<file path="src/rtl/nanorv32_periph_timer.sv">
// Memory-mapped timer/compare peripheral: prescaled 32-bit counter with
// compare-match flag, optional auto-reload and a level interrupt.
module nanorv32_periph_timer #(
    parameter int ADDR_W = 8
) (
    input  logic              clk,
    input  logic              rst_n,
    input  logic              periph_req,
    input  logic [ADDR_W-1:0] periph_addr,
    input  logic [3:0]        periph_bytesel,
    input  logic [31:0]       periph_wdata,
    output logic [31:0]       periph_rdata,
    output logic              periph_ack,
    output logic              timer_irq
);

    localparam logic [2:0] R_CTRL     = 3'd0;
    localparam logic [2:0] R_STATUS   = 3'd1;
    localparam logic [2:0] R_PRESCALE = 3'd2;
    localparam logic [2:0] R_COUNT    = 3'd3;
    localparam logic [2:0] R_COMPARE  = 3'd4;

    logic [2:0]  ctrl_q, ctrl_d;
    logic        match_q, match_d;
    logic [15:0] prescale_q, prescale_d;
    logic [15:0] pcnt_q, pcnt_d;
    logic [31:0] count_q, count_d;
    logic [31:0] compare_q, compare_d;
    logic        ack_r_q, ack_r_d;
    logic [31:0] rdata_q, rdata_d;

    logic [2:0]  sel;
    logic        wr_en, rd_acc, tick, hit;
    logic [31:0] rd_val, ctrl_m, pre_m;
    logic        unused_addr;

    assign sel         = periph_addr[4:2];
    assign unused_addr = ^periph_addr;
    assign wr_en       = periph_req & (|periph_bytesel);
    // A read is not re-accepted in its own ack cycle, so a held read acks every other cycle.
    assign rd_acc      = periph_req & ~(|periph_bytesel) & ~ack_r_q;
    assign tick        = ctrl_q[0] & (pcnt_q == prescale_q);
    assign hit         = tick & (count_q == compare_q);

    function automatic logic [31:0] merge(input logic [31:0] old, input logic [31:0] wd,
                                          input logic [3:0] be);
        logic [31:0] r;
        r = old;
        for (int i = 0; i < 4; i++)
            if (be[i]) r[8*i +: 8] = wd[8*i +: 8];
        return r;
    endfunction

    always_comb begin
        case (sel)
            R_CTRL:     rd_val = {29'd0, ctrl_q};
            R_STATUS:   rd_val = {31'd0, match_q};
            R_PRESCALE: rd_val = {16'd0, prescale_q};
            R_COUNT:    rd_val = count_q;
            R_COMPARE:  rd_val = compare_q;
            default:    rd_val = 32'd0;
        endcase
    end

    always_comb begin
        ctrl_d     = ctrl_q;
        match_d    = match_q | hit;
        prescale_d = prescale_q;
        compare_d  = compare_q;
        ctrl_m     = 32'd0;
        pre_m      = 32'd0;
        pcnt_d     = (!ctrl_q[0] || tick) ? 16'd0 : pcnt_q + 16'd1;
        count_d    = count_q;
        if (tick)
            count_d = (hit && ctrl_q[1]) ? 32'd0 : count_q + 32'd1;

        // CPU writes override the tick result byte by byte; a same-cycle match beats W1C.
        if (wr_en) begin
            case (sel)
                R_CTRL: begin
                    ctrl_m = merge({29'd0, ctrl_q}, periph_wdata, periph_bytesel);
                    ctrl_d = ctrl_m[2:0];
                end
                R_STATUS: if (periph_bytesel[0] && periph_wdata[0] && !hit) match_d = 1'b0;
                R_PRESCALE: begin
                    pre_m      = merge({16'd0, prescale_q}, periph_wdata, periph_bytesel);
                    prescale_d = pre_m[15:0];
                    pcnt_d     = 16'd0;
                end
                R_COUNT:   count_d   = merge(count_d, periph_wdata, periph_bytesel);
                R_COMPARE: compare_d = merge(compare_q, periph_wdata, periph_bytesel);
                default: ;
            endcase
        end

        ack_r_d = rd_acc;
        rdata_d = rd_acc ? rd_val : rdata_q;
    end

    always_ff @(posedge clk) begin
        if (!rst_n) begin
            ctrl_q     <= 3'd0;
            match_q    <= 1'b0;
            prescale_q <= 16'd0;
            pcnt_q     <= 16'd0;
            count_q    <= 32'd0;
            compare_q  <= 32'd0;
            ack_r_q    <= 1'b0;
            rdata_q    <= 32'd0;
        end else begin
            ctrl_q     <= ctrl_d;
            match_q    <= match_d;
            prescale_q <= prescale_d;
            pcnt_q     <= pcnt_d;
            count_q    <= count_d;
            compare_q  <= compare_d;
            ack_r_q    <= ack_r_d;
            rdata_q    <= rdata_d;
        end
    end

    assign periph_ack   = wr_en | ack_r_q;
    assign periph_rdata = rdata_q;
    assign timer_irq    = match_q & ctrl_q[2];

endmodule
</file>
<file path="config.mk">
export PLATFORM = sky130hd
export DESIGN_NAME = nanorv32_periph_timer
export DESIGN_NICKNAME = d
export VERILOG_FILES = /design/src/rtl/nanorv32_periph_timer.sv
export SDC_FILE = /design/constraint.sdc
export NUM_CORES = 1
export LEC_CHECK = 0
export CAP_MARGIN = 20
export CORE_ASPECT_RATIO = 0.6
export CORE_MARGIN = 4
export CORE_UTILIZATION = 48
export DETAILED_ROUTE_END_ITERATION = 10
export PLACE_DENSITY = 0.81
export REMOVE_ABC_BUFFERS = 1
export SLEW_MARGIN = 20
export SYNTH_ARGS = -nofsm -noshare
export SYNTH_HDL_FRONTEND = slang
export SYNTH_SLANG_ARGS = --single-unit
</file>
<file path="constraint.sdc">
create_clock -name clk -period 2.2 [get_ports clk]
set_clock_uncertainty 0.15 [all_clocks]
set_input_delay 0.55 -clock clk [delete_from_list [all_inputs] [get_ports clk]]
set_output_delay 0.55 -clock clk [all_outputs]
set_load 0.05 [all_outputs]
</file>
# Yosys cells after proc, flatten, opt, wreduce, memory -nomap -nowiden
# Cells that the tools add are included.
[classes] n_addsub=2 n_eq_ne=6 n_mux=15 n_bitwise=10 reduce_logical=15
[op_table] operator="$pmux W32 S5" count=1
[op_table] operator="$mux W32" count=4
[op_table] operator="$mux W16" count=3
[op_table] operator="$add A32 B1 Y32 const B" count=1
[op_table] operator="$eq A32 B32 Y1" count=1
[op_table] operator="$mux W8" count=4
[op_table] operator="$reduce_and A3 Y1" count=7
[op_table] operator="$add A16 B1 Y16 const B" count=1
[op_table] operator="$eq A16 B16 Y1" count=1
[op_table] operator="$and A1 B1 Y1" count=6
[op_table] operator="$eq A3 B2 Y1 const B" count=2
[op_table] operator="$reduce_or A4 Y1" count=1
[op_table] operator="$eq A3 B1 Y1 const B" count=1
[op_table] operator="$eq A3 B3 Y1 const B" count=1
[op_table] operator="$logic_and A1 B1 Y1" count=3
[op_table] operator="$logic_not A3 Y1" count=1
[op_table] operator="$mux W1" count=3
[op_table] operator="$logic_not A1 Y1" count=2
[op_table] operator="$not A1 Y1" count=2
[op_table] operator="$or A1 B1 Y1" count=2
[op_table] operator="$logic_or A1 B1 Y1" count=1
[totals] register_bits=133 wordCells=60

# Logic depth before layout (Yosys ltp)
# Gate-level depths: netlist (run 1).
[depth] depth_word=9 mapped_depth=8

# Least setup slack after synthesis (run 1)
# No wires, ideal clock.
[synth_timing] path_kind="input port to flip-flop" start="in periph_bytesel[1]" end="reg rdata_q[0] (netlist: periph_rdata[0])" setup_time_ns=0.128 arrival_ns=2.032 path_slack_ns=-0.110 cell_stages=6 path_cell_list="or4_1 > or3b_1 > buf_2 > clkbuf_1 > a22oi_1 > nor2_1"
[synth_between] elab_chain_cells=4
[synth_lines] item="from (decl)" line="10" text="input logic [3:0] periph_bytesel,"
[synth_lines] item="$reduce_or A4 Y1" line="41" text="assign rd_acc = periph_req & ~(|periph_bytesel) & ~ack_r_q;"
[synth_lines] item="$not A1 Y1" line="41"
[synth_lines] item="$and A1 B1 Y1 (2 in a row)" line="41"
[synth_lines] item="to (signal assigned)" line="118" text="rdata_q <= rdata_d;"
[synth_lines] item="to (decl)" line="30" text="logic [31:0] rdata_q, rdata_d;"
# Every way passes these cells.
# A chain may end at the register's enable or synchronous reset.

# Worst setup path in the final report (run 1)
[layout_timing] start="reg prescale_q[11]" end="reg count_q[13]"
[layout_between] elab_chain_cells=9
[layout_lines] item="from (decl)" line="25" text="logic [15:0] prescale_q, prescale_d;"
[layout_lines] item="from (signal assigned)" line="113" text="prescale_q <= prescale_d;"
[layout_lines] item="$eq A16 B16 Y1 (*)" line="42" text="assign tick = ctrl_q[0] & (pcnt_q == prescale_q);"
[layout_lines] item="$and A1 B1 Y1 (*)" line="42"
[layout_lines] item="$and A1 B1 Y1" line="43" text="assign hit = tick & (count_q == compare_q);"
[layout_lines] item="$logic_and A1 B1 Y1" line="75" text="count_d = (hit && ctrl_q[1]) ? 32'd0 : count_q + 32'd1;"
[layout_lines] item="$mux W32" line="75"
[layout_lines] item="$mux W32 (*)" line="74" text="if (tick)"
[layout_lines] item="$mux W8" line="50" text="if (be[i]) r[8*i +: 8] = wd[8*i +: 8];"
[layout_lines] item="$mux W32" line="79" text="case (sel)"
[layout_lines] item="$mux W32 (*)" line="78" text="if (wr_en) begin"
[layout_lines] item="to (signal assigned)" line="115" text="count_q <= count_d;"
[layout_lines] item="to (decl)" line="27" text="logic [31:0] count_q, count_d;"
# Mark *: on every way between the ends. The rest lies on a longest branch, timed or not.

==> flow_metrics.py, run 1 <==
metrics = {
    "worst_hold_path": {
        "hold_start": "compare_q[13]",
        "hp-class": "reg -> reg",
    },
    "synthesis": {
        "synthFlopType": "dfxtp_1",
        "ys_seq_area_frac": 0.411,
        "synth.ff_latch_count": 133,
        "yosysUniqueCellTypes": 40,
        "synth_cells": 779,
        "synth-edff-count": 0,
        "syn_avg_cell_area_sq_um": 8.31,
        "async_reset_ff_frac": 0,
        "yosysWarnings": 0,
        "syn-cell-area_sq_um": 6470,
    },
    "job": {
        "maxCapViolations": 0,
    },
    "routing": {
        "ant_nets": 0,
        "wirelength_mm": 22.2,
        "viasPerCell": 5.90,
        "drt_iter0_markers": 814,
        "first_pass_iters": 6,
        "avgRoutedWirePerCell_microns": 19.5,
        "drcViolationCount": 0,
        "vias": 6742,
    },
    "floorplanning": {
        "boundaryPins": 81,
        "die_y_microns": 98.0,
        "dieArea_sq_um": 15500,
        "core-area_sq_um": 13000,
        "start_util": 0.498,
        "fp.dieW_microns": 158,
        "row_count": 32,
    },
    "pwr": {
        "ir_worst_vdd_uv": 510,
        "power.density_nw_per_um2": 655,
        "p_sw_uw": 1400,
        "swShare": 0.235,
        "cellLeakagePower_uw": 0.00348,
        "seqPwrFrac": 0.410,
        "power_frac_clock": 0.497,
        "pwr-share-comb": 0.093,
        "internal_power_uw": 4570,
    },
    "setup_path": {
        "crit_start": "prescale_q[11]",
        "cp.arrival_ps": 2540,
        "worst-setup-path-type": "reg -> reg",
        "reg2reg_from": "prescale_q[11]",
        "cp-end-kind": "flip-flop",
        "cp.required_ps": 2350,
        "cp_max_fo": 8,
        "startpoint_type": "flip-flop",
    },
    "status": {
        "violations": "setup timing",
        "status": "finished, violations left",
    },
    "place": {
        "dp_slack_ps": -557,
        "io_buffers": 75,
        "postPlaceCellArea_sq_um": 8210,
        "hpwl_mm": 14.9,
        "placed_cells": 1103,
        "gp_congestion": 0.934,
    },
    "cts": {
        "cts-htree-levels": 4,
        "cts_tree": "yes",
        "clockBufferDepth": 2,
        "clock_latency_ps": 420,
        "hold_buffers": 0,
        "cts.clk_slew.worst_paths_ps": 60,
        "cts_buffers": 17,
        "numClockSinks": 133,
        "clockRootBuffer": "clkbuf_16",
    },
    "sta": {
        "slew_viol_final": 0,
        "maxSlewHeadroom": 0.551,
        "finalWorstSetupSlack_ps": -190,
        "hold_viol": 0,
        "min_period_over_period": 1.09,
        "whs_ps": 336,
        "rsz0062_at_grt": "yes",
        "fmax_ghz": 0.418,
        "period_needed_ps": 2390,
        "finalSetupViolCount": 32,
        "worstMarginPinSlew_ps": 672,
        "fin_tns_setup_ps": -4440,
    },
    "layout": {
        "stdcell_area_sq_um": 9130,
        "fill_cells": 962,
        "nets": 1010,
        "fin_cells": 1143,
        "drive_gt1_frac": 0.251,
        "area_growth_pct": 40.9,
        "antenna_cells": 0,
    },
    "global_route": {
        "grt_first_pass_wirelength_mm": 32.8,
        "antenna_found_initial": 0,
        "grt_remaining_overflow": 0,
        "grt_pass1_vias": 6241,
        "grt_max_degree": 46,
        "grt_use_total": 0.268,
    },
}
-- repair_timing --
item                                    4_1_cts  5_1_grt
cloned                                        0        2
pin swaps                                    20       25
gates resized for setup                      39       36
endpoints found under the setup margin       67       33
buffers inserted                              7        3
-- cell usage after synthesis (2+ instances only) --
cell type,number,share of area
dfxtp_1,133,0.41
nand2_1,132,0.077
nor2_1,84,0.049
xnor2_1,61,0.083
nand3_1,39,0.030
mux2i_1,38,0.059
a21oi_1,33,0.026
clkbuf_1,32,0.019
a22oi_1,31,0.036
xor2_1,31,0.042
nand4_1,28,0.027
o21ai_1,24,0.019
a22o_1,16,0.022
o21ai_0,15,0.012
buf_2,9,0.0070
o22ai_1,9,0.0087
and3_1,8,0.0077
nor4_2,7,0.014
and2_1,5,0.0048
inv_1,5,0.0029
nor3_1,5,0.0039
nor4_1,4,0.0039
a31oi_1,3,0.0029
and4_1,3,0.0041
or4_1,3,0.0035
buf_1,2,0.0012
ha_1,2,0.0039
nand4b_1,2,0.0027
nor3b_1,2,0.0023
or2_2,2,0.0019
or3b_1,2,0.0027
-- per-layer routing --
metal | global-route usage | share of wire
met1 | 0.387 | 0.42
met2 | 0.391 | 0.43
met3 | 0.0744 | 0.12
met4 | 0.0799 | 0.026
met5 | 0 | 0
-- power groups by stage --
stage / registers (uW) / clock network [uW] / logic (uW)
2_1_floorplan: 2500 / 0 / 167
3_3_place_gp: 2500 / 0 / 459
3_5_place_dp: 2500 / 0 / 465
4_1_cts: 2450 / 2980 / 490
5_1_grt: 2450 / 3100 / 579
6_report: 2450 / 2970 / 557
-- cells in the final DEF (no fill, tap or decap), types with 3 or more instances in the layout --
master / count
a21oi_1: 33
a22o_1: 16
a22oi_1: 31
a31oi_1: 3
and2_1: 5
and3_1: 8
buf_12: 9
buf_4: 147
buf_6: 7
bufinv_16: 4
clkbuf_16: 17
clkdlybuf4s50_1: 37
clkinv_2: 4
clkinv_4: 3
dfxtp_1: 127
dfxtp_2: 6
dlygate4sd2_1: 3
inv_1: 4
mux2i_1: 38
nand2_1: 131
nand3_1: 35
nand4_1: 28
nor2_1: 84
nor3_1: 3
nor4_4: 8
o21ai_0: 15
o21ai_1: 14
o21ai_2: 10
o22ai_1: 9
xnor2_1: 57
xnor2_2: 4
xor2_1: 30
-- area by class of cell --
class,instances,area (sq um),share of cell area
inverters,5,18.8,0.00206
well taps,170,213,0.0233
multi-input cells,597,3820,0.419
repair buffers,207,1790,0.196
clock buffers,18,429,0.0470
flip-flops and latches,133,2670,0.293
clock inverters,13,183,0.0200
-- cells by family (layout without fill, tap and decap cells) --
kind of cell | Yosys count | after routing | share of synthesized area
simple gates | 330 | 330 | 0.240
mux | 39 | 39 | 0.0605
buf+inv | 49 | 243 | 0.0313
fa+ha+maj | 2 | 2 | 0.00386
xor+xnor | 92 | 92 | 0.124
flops | 133 | 133 | 0.411
compound gates | 134 | 134 | 0.129
-- critical path, cell delays in order (launching register included) --
cell and delay (ps):
dfxtp_2 340, xnor2_2 220, nand4_1 210, buf_4 210, nor4_4 300, buf_4 190, nand4_1 130, buf_6 180
nand3_4 90, buf_8 150, o21ai_1 90
-- through the flow --
| step | util | total power [uW] |
|---|---|---|
| after floorplan | - | 2670 |
| after global placement | 0.631 | 2960 |
| after detailed placement | 0.631 | 2970 |
| after CTS | 0.686 | 5920 |
| after global routing | 0.701 | 6130 |
| final | 0.701 | 5980 |
-- final timing paths --
kind	endpoint	slack, ps	cells after the start
max reg2reg	count_q[13]	-190	10
min	compare_q[13]	340	2
min reg2reg	compare_q[13]	340	2
max	count_q[13]	-190	10
-- sequential cells by signal, indices dropped and copies added (netlist names) --
register      flops
ack_r_q           1
compare_q        32
count_q          32
ctrl_q            3
match_q           1
pcnt_q           16
periph_rdata     32
prescale_q       16
Power figures use the tool's default switching activity.
==> inputs of run 2 (changes only) <==
PLACE_DENSITY = 0.84   (was 0.81)
==> flow_metrics.py, run 2 (synthesized netlist as in run 1, its figures left out) <==
metrics = {
    "status": {
        "status": "finished, violations left",
        "violations": "setup timing",
    },
    "routing": {
        "first_pass_iters": 5,
        "drcViolationCount": 0,
        "viasPerCell": 5.82,
        "wirelength_mm": 22.0,
        "drt_iter0_markers": 752,
        "ant_nets": 0,
        "avgRoutedWirePerCell_microns": 19.1,
        "vias": 6686,
    },
    "layout": {
        "stdcell_area_sq_um": 9200,
        "nets": 1014,
        "final_cell_mix": "buf_4 (153), nand2_1 (130), dfxtp_1 (124)",
        "post-route-util": 0.707,
        "final_common_cell": "buf_4",
        "antenna_cells": 0,
        "fin_cells": 1148,
        "area_growth_pct": 42.0,
        "drive_gt1_frac": 0.268,
    },
    "cts": {
        "cts-htree-levels": 4,
        "cts_tree": "yes",
        "clockBufferDepth": 2,
        "clock_latency_ps": 430,
        "cts.clk_slew.worst_paths_ps": 60,
        "numClockSinks": 133,
        "hold_buffers": 0,
        "cts_buffers": 17,
        "clockRootBuffer": "clkbuf_16",
    },
    "floorplanning": {
        "boundaryPins": 81,
        "core-area_sq_um": 13000,
        "start_util": 0.498,
        "row_count": 32,
        "fp.dieW_microns": 158,
        "die_y_microns": 98.0,
        "dieArea_sq_um": 15500,
    },
    "pwr": {
        "ir_worst_vdd_uv": 401,
        "p_total_uw": 5790,
        "p_sw_uw": 1430,
        "swShare": 0.247,
        "seqPwrFrac": 0.423,
        "power.density_nw_per_um2": 630,
        "pwr-share-comb": 0.095,
        "power_frac_clock": 0.482,
        "cellLeakagePower_uw": 0.00348,
        "internal_power_uw": 4360,
    },
    "global_route": {
        "grt_use_total": 0.279,
        "antenna_found_initial": 0,
        "grt-busiest-layer": "met2",
        "grt_max_degree": 55,
        "use_met3": 0.0762,
        "grtUsageMet1": 0.391,
        "grt_pass1_vias": 6306,
        "grtUsageMet2": 0.422,
        "grt_remaining_overflow": 0,
        "grt_first_pass_wirelength_mm": 33.8,
    },
    "sta": {
        "rsz0062_at_grt": "yes",
        "finalWorstSetupSlack_ps": -101,
        "worstMarginPinSlew_ps": 527,
        "whs_ps": 338,
        "finalSetupViolCount": 17,
        "min_period_over_period": 1.05,
        "hold_viol": 0,
        "maxSlewHeadroom": 0.645,
        "slew_viol_final": 0,
        "period_needed_ps": 2300,
        "fmax_ghz": 0.435,
    },
    "worst_hold_path": {
        "hold_start": "compare_q[3]",
        "hold_depth": 2,
        "hp-class": "reg -> reg",
        "hold_end": "compare_q[3]",
    },
    "place": {
        "placed_cells": 1110,
        "postPlaceCellArea_sq_um": 8270,
        "hpwl_mm": 15.1,
        "io_buffers": 75,
        "gp_congestion": 0.991,
    },
    "setup_path": {
        "startpoint_type": "flip-flop",
        "slowest_delay_ps": 520,
        "cp.required_ps": 2410,
        "reg2reg_from": "prescale_q[11]",
        "cp-end-kind": "flip-flop",
        "path_cells": "xnor2_4, nand4_1, buf_4, or4_4, buf_12, nand4b_1, xor2_1, o21ai_1",
        "r2r-end": "count_q[31]",
        "cp_top_family": "simple AND/OR/NAND/NOR gates",
        "worst-setup-path-type": "reg -> reg",
        "cp.arrival_ps": 2510,
        "reg2regPathDepth": 8,
        "r2r_slack_ps": -100,
        "critPathBufInv": 2,
        "worst_path_max_delay_cell": "or4_4",
        "cp_max_fo": 8,
    },
    "job": {
        "maxCapViolations": 0,
    },
}
run 2: cell types whose count changed in the layout (fill, tap and decap cells not counted), moves of 3 or more:
cell / previous run / this run
o21ai_2: 10 / 7
xnor2_2: 4 / 9
clkinvlp_4: 1 / 5
buf_4: 147 / 153
bufinv_16: 4 / 1
clkbuf_8: 0 / 4
xnor2_1: 57 / 51
o21ai_1: 14 / 17
dfxtp_1: 127 / 124
run 2: power by group through the flow:
| stage | combinational, uW | clock (uW) | sequential [uW] |
|---|---|---|---|
| after floorplan | 167 | 0 | 2500 |
| after global placement | 479 | 0 | 2500 |
| after detailed placement | 485 | 0 | 2500 |
| after CTS | 520 | 2790 | 2450 |
| after global routing | 573 | 2900 | 2450 |
| final | 548 | 2790 | 2450 |
run 2: worst reg2reg max path, cell delays in order (launching register included):
cell and delay, ps:
dfxtp_4 360, xnor2_4 170, nand4_1 190, buf_4 180, or4_4 520, buf_12 170, nand4b_1 200, xor2_1 170
o21ai_1 110
run 2: timing repair:
item | CTS | global route
pin swaps | 23 | 40
gates resized for setup | 44 | 44
setup endpoints to repair | 83 | 48
cloned | 1 | 0
buffers inserted | 5 | 3
run 2: layer usage:
metal  up-vias  part of all wire
met5         -                 0
met4         0             0.022
met3        57              0.11
met2       385              0.44
met1      3158              0.42
li1       3086                 -
run 2: final cells by class:
class | count | area [sq um]
repair buffers | 211 | 1820
multi-input cells | 597 | 3890
clock inverters | 11 | 100
flip-flops and latches | 133 | 2680
inverters | 5 | 18.8
fillers | 943 | 3820
clock buffers | 21 | 480
well taps | 170 | 213
run 2: worst max path at each step:
| stage | cells after the start | end | from | slack, ps |
|---|---|---|---|---|
| after floorplan | 5 | periph_rdata[0] | periph_bytesel[1] | -870 |
| after CTS | 5 | periph_ack | periph_bytesel[0] | -110 |
| after global placement | 7 | periph_rdata[6] | periph_bytesel[1] | -500 |
| final | 8 | count_q[31] | prescale_q[11] | -100 |
| after global routing | 8 | count_q[31] | prescale_q[11] | -130 |
| after detailed placement | 7 | periph_rdata[5] | periph_bytesel[1] | -570 |
run 2: stage by stage:
stage	setup slack, ps	setup TNS, ps
floorplan	-872	-42300
global placement	-496	-31120
detailed placement	-572	-34870
CTS	-107	-107
global route	-134	-2630
finish	-101	-588
==> inputs of run 3 (changes only) <==
ABC_AREA = 1   (was unset)
==> flow_metrics.py, run 3 <==
metrics = {
    "pwr": {
        "p_sw_uw": 1490,
        "swShare": 0.256,
        "pwr-share-comb": 0.087,
        "seqPwrFrac": 0.423,
        "ir_worst_vdd_uv": 485,
        "power.density_nw_per_um2": 623,
        "cellLeakagePower_uw": 0.00383,
        "internal_power_uw": 4330,
        "power_frac_clock": 0.490,
    },
    "layout": {
        "final_common_cell": "nand2_1",
        "final_cell_mix": "nand2_1 (226), dfxtp_1 (111), inv_1 (108), a21oi_1 (108), buf_4 (107)",
        "drive_gt1_frac": 0.230,
        "area_growth_pct": 36.0,
        "stdcell_area_sq_um": 9340,
        "antenna_cells": 0,
        "nets": 1223,
        "fill_cells": 1072,
        "fin_cells": 1379,
    },
    "floorplanning": {
        "dieArea_sq_um": 16300,
        "core-area_sq_um": 13800,
        "boundaryPins": 81,
        "row_count": 33,
        "fp.dieW_microns": 162,
        "start_util": 0.496,
        "die_y_microns": 101,
    },
    "sta": {
        "fin_tns_setup_ps": -68.1,
        "worstMarginPinSlew_ps": 773,
        "finalSetupViolCount": 2,
        "min_period_over_period": 1.03,
        "hold_viol": 0,
        "rsz0062_at_grt": "yes",
        "fmax_ghz": 0.443,
        "period_needed_ps": 2260,
        "maxSlewHeadroom": 0.485,
        "finalWorstSetupSlack_ps": -56.0,
        "slew_viol_final": 0,
    },
    "global_route": {
        "grt_max_degree": 65,
        "grt_pass1_vias": 6917,
        "grt_remaining_overflow": 0,
        "grt_first_pass_wirelength_mm": 35.8,
        "antenna_found_initial": 0,
        "grt_use_total": 0.276,
    },
    "worst_hold_path": {
        "hold_end": "pcnt_q[0]",
        "hold_start": "pcnt_q[0]",
        "hold_depth": 1,
        "hp-class": "reg -> reg",
    },
    "synthesis": {
        "synth_top_cell_area_share": 0.388,
        "synthFlopType": "dfxtp_1",
        "synth.ff_latch_count": 133,
        "synth_area_leaders": "dfxtp_1 (39%), nand2_1 (13%), a21oi_1 (8.5%), inv_1 (6.9%), nor2_1 (5.4%)",
        "yosysUniqueCellTypes": 41,
        "async_reset_ff_frac": 0,
        "syn_avg_cell_area_sq_um": 6.74,
        "ys_seq_area_frac": 0.388,
        "yosysWarnings": 0,
        "yosysTopAreaCell": "dfxtp_1",
        "synth_cells": 1019,
        "yosys.cell_count.top_type": "nand2_1",
        "yosys-top-cells-count": "nand2_1 (233), dfxtp_1 (133), inv_1 (127), a21oi_1 (117), nor2_1 (99)",
        "syn-cell-area_sq_um": 6870,
        "synth-edff-count": 0,
    },
    "place": {
        "postPlaceCellArea_sq_um": 8270,
        "dp_slack_ps": -470,
        "io_buffers": 75,
        "hpwl_mm": 15.6,
        "placed_cells": 1331,
        "gp_congestion": 0.954,
    },
    "setup_path": {
        "slowest_delay_ps": 400,
        "r2r_slack_ps": -60,
        "cp-end-kind": "flip-flop",
        "cp_max_fo": 5,
        "worst_path_max_delay_cell": "dfxtp_1",
        "cp_common_cell": "nand3_1",
        "startpoint_type": "flip-flop",
        "reg2regPathDepth": 9,
        "worst-setup-path-type": "reg -> reg",
        "cp.arrival_ps": 2450,
        "reg2reg_from": "count_q[2]",
        "path_cells": "nand3_1, nor2_2, nand3_1, nor2_1, nand4_1, nor2_4, xor2_1, nand2_1, a21oi_2",
        "r2r-end": "count_q[23]",
        "cp.required_ps": 2390,
    },
    "status": {
        "violations": "setup timing",
        "status": "finished, violations left",
    },
    "job": {
        "maxCapViolations": 0,
    },
    "cts": {
        "clockRootBuffer": "clkbuf_16",
        "cts_buffers": 17,
        "clockBufferDepth": 2,
        "cts.clk_slew.worst_paths_ps": 60,
        "numClockSinks": 133,
        "cts-htree-levels": 4,
        "cts_tree": "yes",
        "clock_latency_ps": 430,
    },
    "routing": {
        "avgRoutedWirePerCell_microns": 17.2,
        "viasPerCell": 5.60,
        "vias": 7726,
        "first_pass_iters": 8,
        "drcViolationCount": 0,
        "ant_nets": 0,
        "drt_iter0_markers": 1311,
        "wirelength_mm": 23.7,
    },
}
run 3: cells by family after synthesis:
logic type / count (synthesis) / synth area share
AO/OA/AOI/OAI: 222 / 0.170
buffers and inverters: 171 / 0.0957
adder cells (fa/ha/maj): 2 / 0.00364
AND/OR/NAND/NOR: 444 / 0.283
flip-flops: 133 / 0.388
XOR/XNOR: 47 / 0.0599
run 3: cell type report:
class / count / area (sq um) / share of cell area
Clock buffer: 17 / 425 / 0.0456
Clock inverter: 15 / 155 / 0.0166
Tap cell: 192 / 240 / 0.0257
Sequential cell: 133 / 2700 / 0.289
Inverter: 139 / 529 / 0.0567
Timing Repair Buffer: 168 / 1510 / 0.161
Multi-Input combinational cell: 715 / 3780 / 0.405
run 3: worst max path at each step:
stage                           start                to  slack [ps]  cells past startpoint
global placement    periph_bytesel[1]        periph_ack        -410                      8
detailed placement  periph_bytesel[1]        pcnt_q[14]        -470                     12
CTS                 periph_bytesel[0]  periph_rdata[21]         -40                     15
floorplan           periph_bytesel[1]   periph_rdata[0]       -1530                      6
global route              count_q[13]       count_q[17]        -110                     13
finish                     count_q[2]       count_q[23]         -60                      9
run 3: through the flow:
step,power [uW],hold WS [ps],util
CTS,5770,315,0.656
floorplan,2700,280,-
global route,5970,317,0.675
finish,5820,298,0.675
global placement,2950,291,0.598
detailed placement,2960,301,0.598
run 3: routing by layer:
metal,global-route usage,wire length [microns],part of all wire
met5,0,0,0
met4,0.0988,947,0.040
met3,0.0658,3010,0.13
met2,0.396,9610,0.41
met1,0.403,10100,0.43
run 3: timing repair:
action | CTS | global route
gates resized for setup | 39 | 107
setup buffers | 11 | 6
setup endpoints to repair | 17 | 82
hold buffers | 0 | 0
gates cloned | 3 | 0
pin swaps | 8 | 41
run 3: power groups by stage:
stage          clock network [uW]  registers [uW]  logic, uW
2_1_floorplan                   0            2510        192
3_3_place_gp                    0            2510        436
3_5_place_dp                    0            2520        441
4_1_cts                      2850            2460        462
5_1_grt                      2960            2460        543
6_report                     2850            2460        508
run 3: critical path: cells and delay by family, from the launching register on:
| kind | cells | cell delay, ps |
|---|---|---|
| flip-flops | 1 | 400 |
| AO/OA/AOI/OAI | 1 | 170 |
| AND/OR/NAND/NOR | 7 | 1270 |
| XOR/XNOR | 1 | 200 |
==> RTL edit: new RTL, config.mk and constraints of run 2 <==
`rdata_q` no longer has a reset.
--- a/src/rtl/nanorv32_periph_timer.sv
+++ b/src/rtl/nanorv32_periph_timer.sv
@@ -107,5 +107,4 @@
             compare_q  <= 32'd0;
             ack_r_q    <= 1'b0;
-            rdata_q    <= 32'd0;
         end else begin
             ctrl_q     <= ctrl_d;
@@ -116,6 +115,9 @@
             compare_q  <= compare_d;
             ack_r_q    <= ack_r_d;
-            rdata_q    <= rdata_d;
         end
+    end
+
+    always_ff @(posedge clk) begin
+        rdata_q <= rdata_d;
     end
 
Check against the original RTL: differs if rst_n is asserted again (counterexample within 4 cycles, from zero or initial values and one cycle with rst_n low); with rst_n held inactive, the same outputs for 4 cycles.
==> RTL edit against run 2 <==
Power is essentially flat; non-clock buffer count up 15; largest power group unchanged; highest routed layer unchanged; synthesized area decreased by 1.5%; wire length is 5.6% lower; the run still ends with setup timing left; first-iteration DRC count up 2.3%; sequential share of layout area grew 3.9 points; core utilization is 0.56 points lower; worst setup slack improved by 0.00081 ns; largest cell class unchanged; die area is 1.4% lower; sequential cell count unchanged; via count decreased by 5.1%; design area down 1.4%.
==> RTL edit: results (changes against run 2) <==
| Metric | Value |
|---|---|
| Final HPWL DP | `14100 um (-6.3%)` |
| First-pass GRT wire length | `32500 um (-4.0%)` |
| Clock power frac | `0.467 (-0.015)` |
| Final wirelength | `20700 um (-5.6%)` |
| Seq. pwr | `2540 uW (+4%)` |
| Met3 Use GR | `0.0823 (+0.00616)` |
| Met2 usage | `0.385 (-0.0372)` |
| FILL cells | `916 (-2.9%)` |
| Final Worst Setup Slack | `-0.101 ns (+0.000806 ns)` |
| Complex-gate fraction of the synthesized area | `0.0920 (-0.0365)` |
| Layout cells sized above 1 | `0.269 (+0.00117)` |
| Vias in the first global route | `6146 (-2.5%)` |
| Largest net degree at the start of global routing | `34 (-38%)` |
| Net Switching | `1380 uW (-3.8%)` |
| Setup WS pre-CTS | `-0.411 ns (+0.161 ns)` |
| Tot GR Track Use | `0.269 (-0.00954)` |
| Register area share after synthesis | `0.468 (+0.0564)` |
| Initial DRC count | `769 (+2.3%)` |
| Reg2reg start | `pcnt_q[10]` |
| Routability cong. | `0.968 (-2.3%)` |
| Total negative slack | `-2.43 ns (-1.84 ns)` |
| Vias per cell | `5.69 (-2.2%)` |
| Max rail drop VDD | `0.000522 V (+30%)` |
| XOR/XNOR share of the synthesized area | `0.126 (+0.00188)` |
| Fin nets | `980 (-3.4%)` |
| Top cells by area, synth | `dfxtp_1 32%, edfxtp_1 15%, nand2_1 8.0%` |
| EDFF count, synth | `32 (+32)` |
| Failing checks | `setup timing` |
| CP arrival | `2.45 ns (-0.06 ns)` |
| Status | `finished, violations left` |
| DR WL met3 | `2370 um (-1.9%)` |
| Setup Viol. Count Final | `33 (+16)` |
| Library cells used by synthesis | `43 (+7.5%)` |
[RTL edit: worst reg2reg max path, cell delays in order, from the launching register on]
cell	delay (ns)
dfxtp_2	0.32
xor2_1	0.15
nor4_1	0.34
buf_4	0.18
nand4_1	0.11
buf_6	0.16
or4_4	0.51
nand3_4	0.17
o21ai_1	0.09
[RTL edit: repair_timing]
| item | CTS | global route |
|---|---|---|
| setup endpoints to repair | 38 | 56 |
| pin swaps | 42 | 6 |
| gates resized for setup | 48 | 21 |
| gates cloned | 1 | 1 |
| buffers inserted | 5 | 1 |
[RTL edit: worst min-delay path by stage]
stage / start / to / cells after the start
detailed placement: compare_q[25] / compare_q[25] / 2
global placement: compare_q[6] / compare_q[6] / 2
CTS: compare_q[25] / compare_q[25] / 2
global route: compare_q[6] / compare_q[6] / 2
finish: compare_q[26] / compare_q[26] / 2
floorplan: compare_q[0] / compare_q[0] / 2
[RTL edit: per-stage QoR]
stage | hold slack (ns) | cell area [um^2]
after floorplan | 0.307 | 6240
after global placement | 0.320 | 8240
after detailed placement | 0.324 | 8240
after CTS | 0.331 | 8980
after global routing | 0.354 | 9070
final | 0.330 | 9070
[RTL edit: layout make-up]
cell class / count / area (um^2) / share of cell area
clock buffers: 21 / 440 / 0.0486
clock inverters: 11 / 113 / 0.0124
inverters: 9 / 33.8 / 0.00373
multi-input cells: 544 / 3420 / 0.377
flip-flops and latches: 133 / 2990 / 0.330
well taps: 170 / 213 / 0.0235
repair buffers: 226 / 1860 / 0.205
[RTL edit: cells by family (layout without fill, tap and decap cells)]
logic type | Yosys count | in the layout
XOR/XNOR | 92 | 92
buffers and inverters | 45 | 267
adder cells (fa/ha/maj) | 2 | 2
AO/OA/AOI/OAI | 104 | 104
AND/OR/NAND/NOR | 311 | 311
multiplexers | 35 | 35
flip-flops | 133 | 133
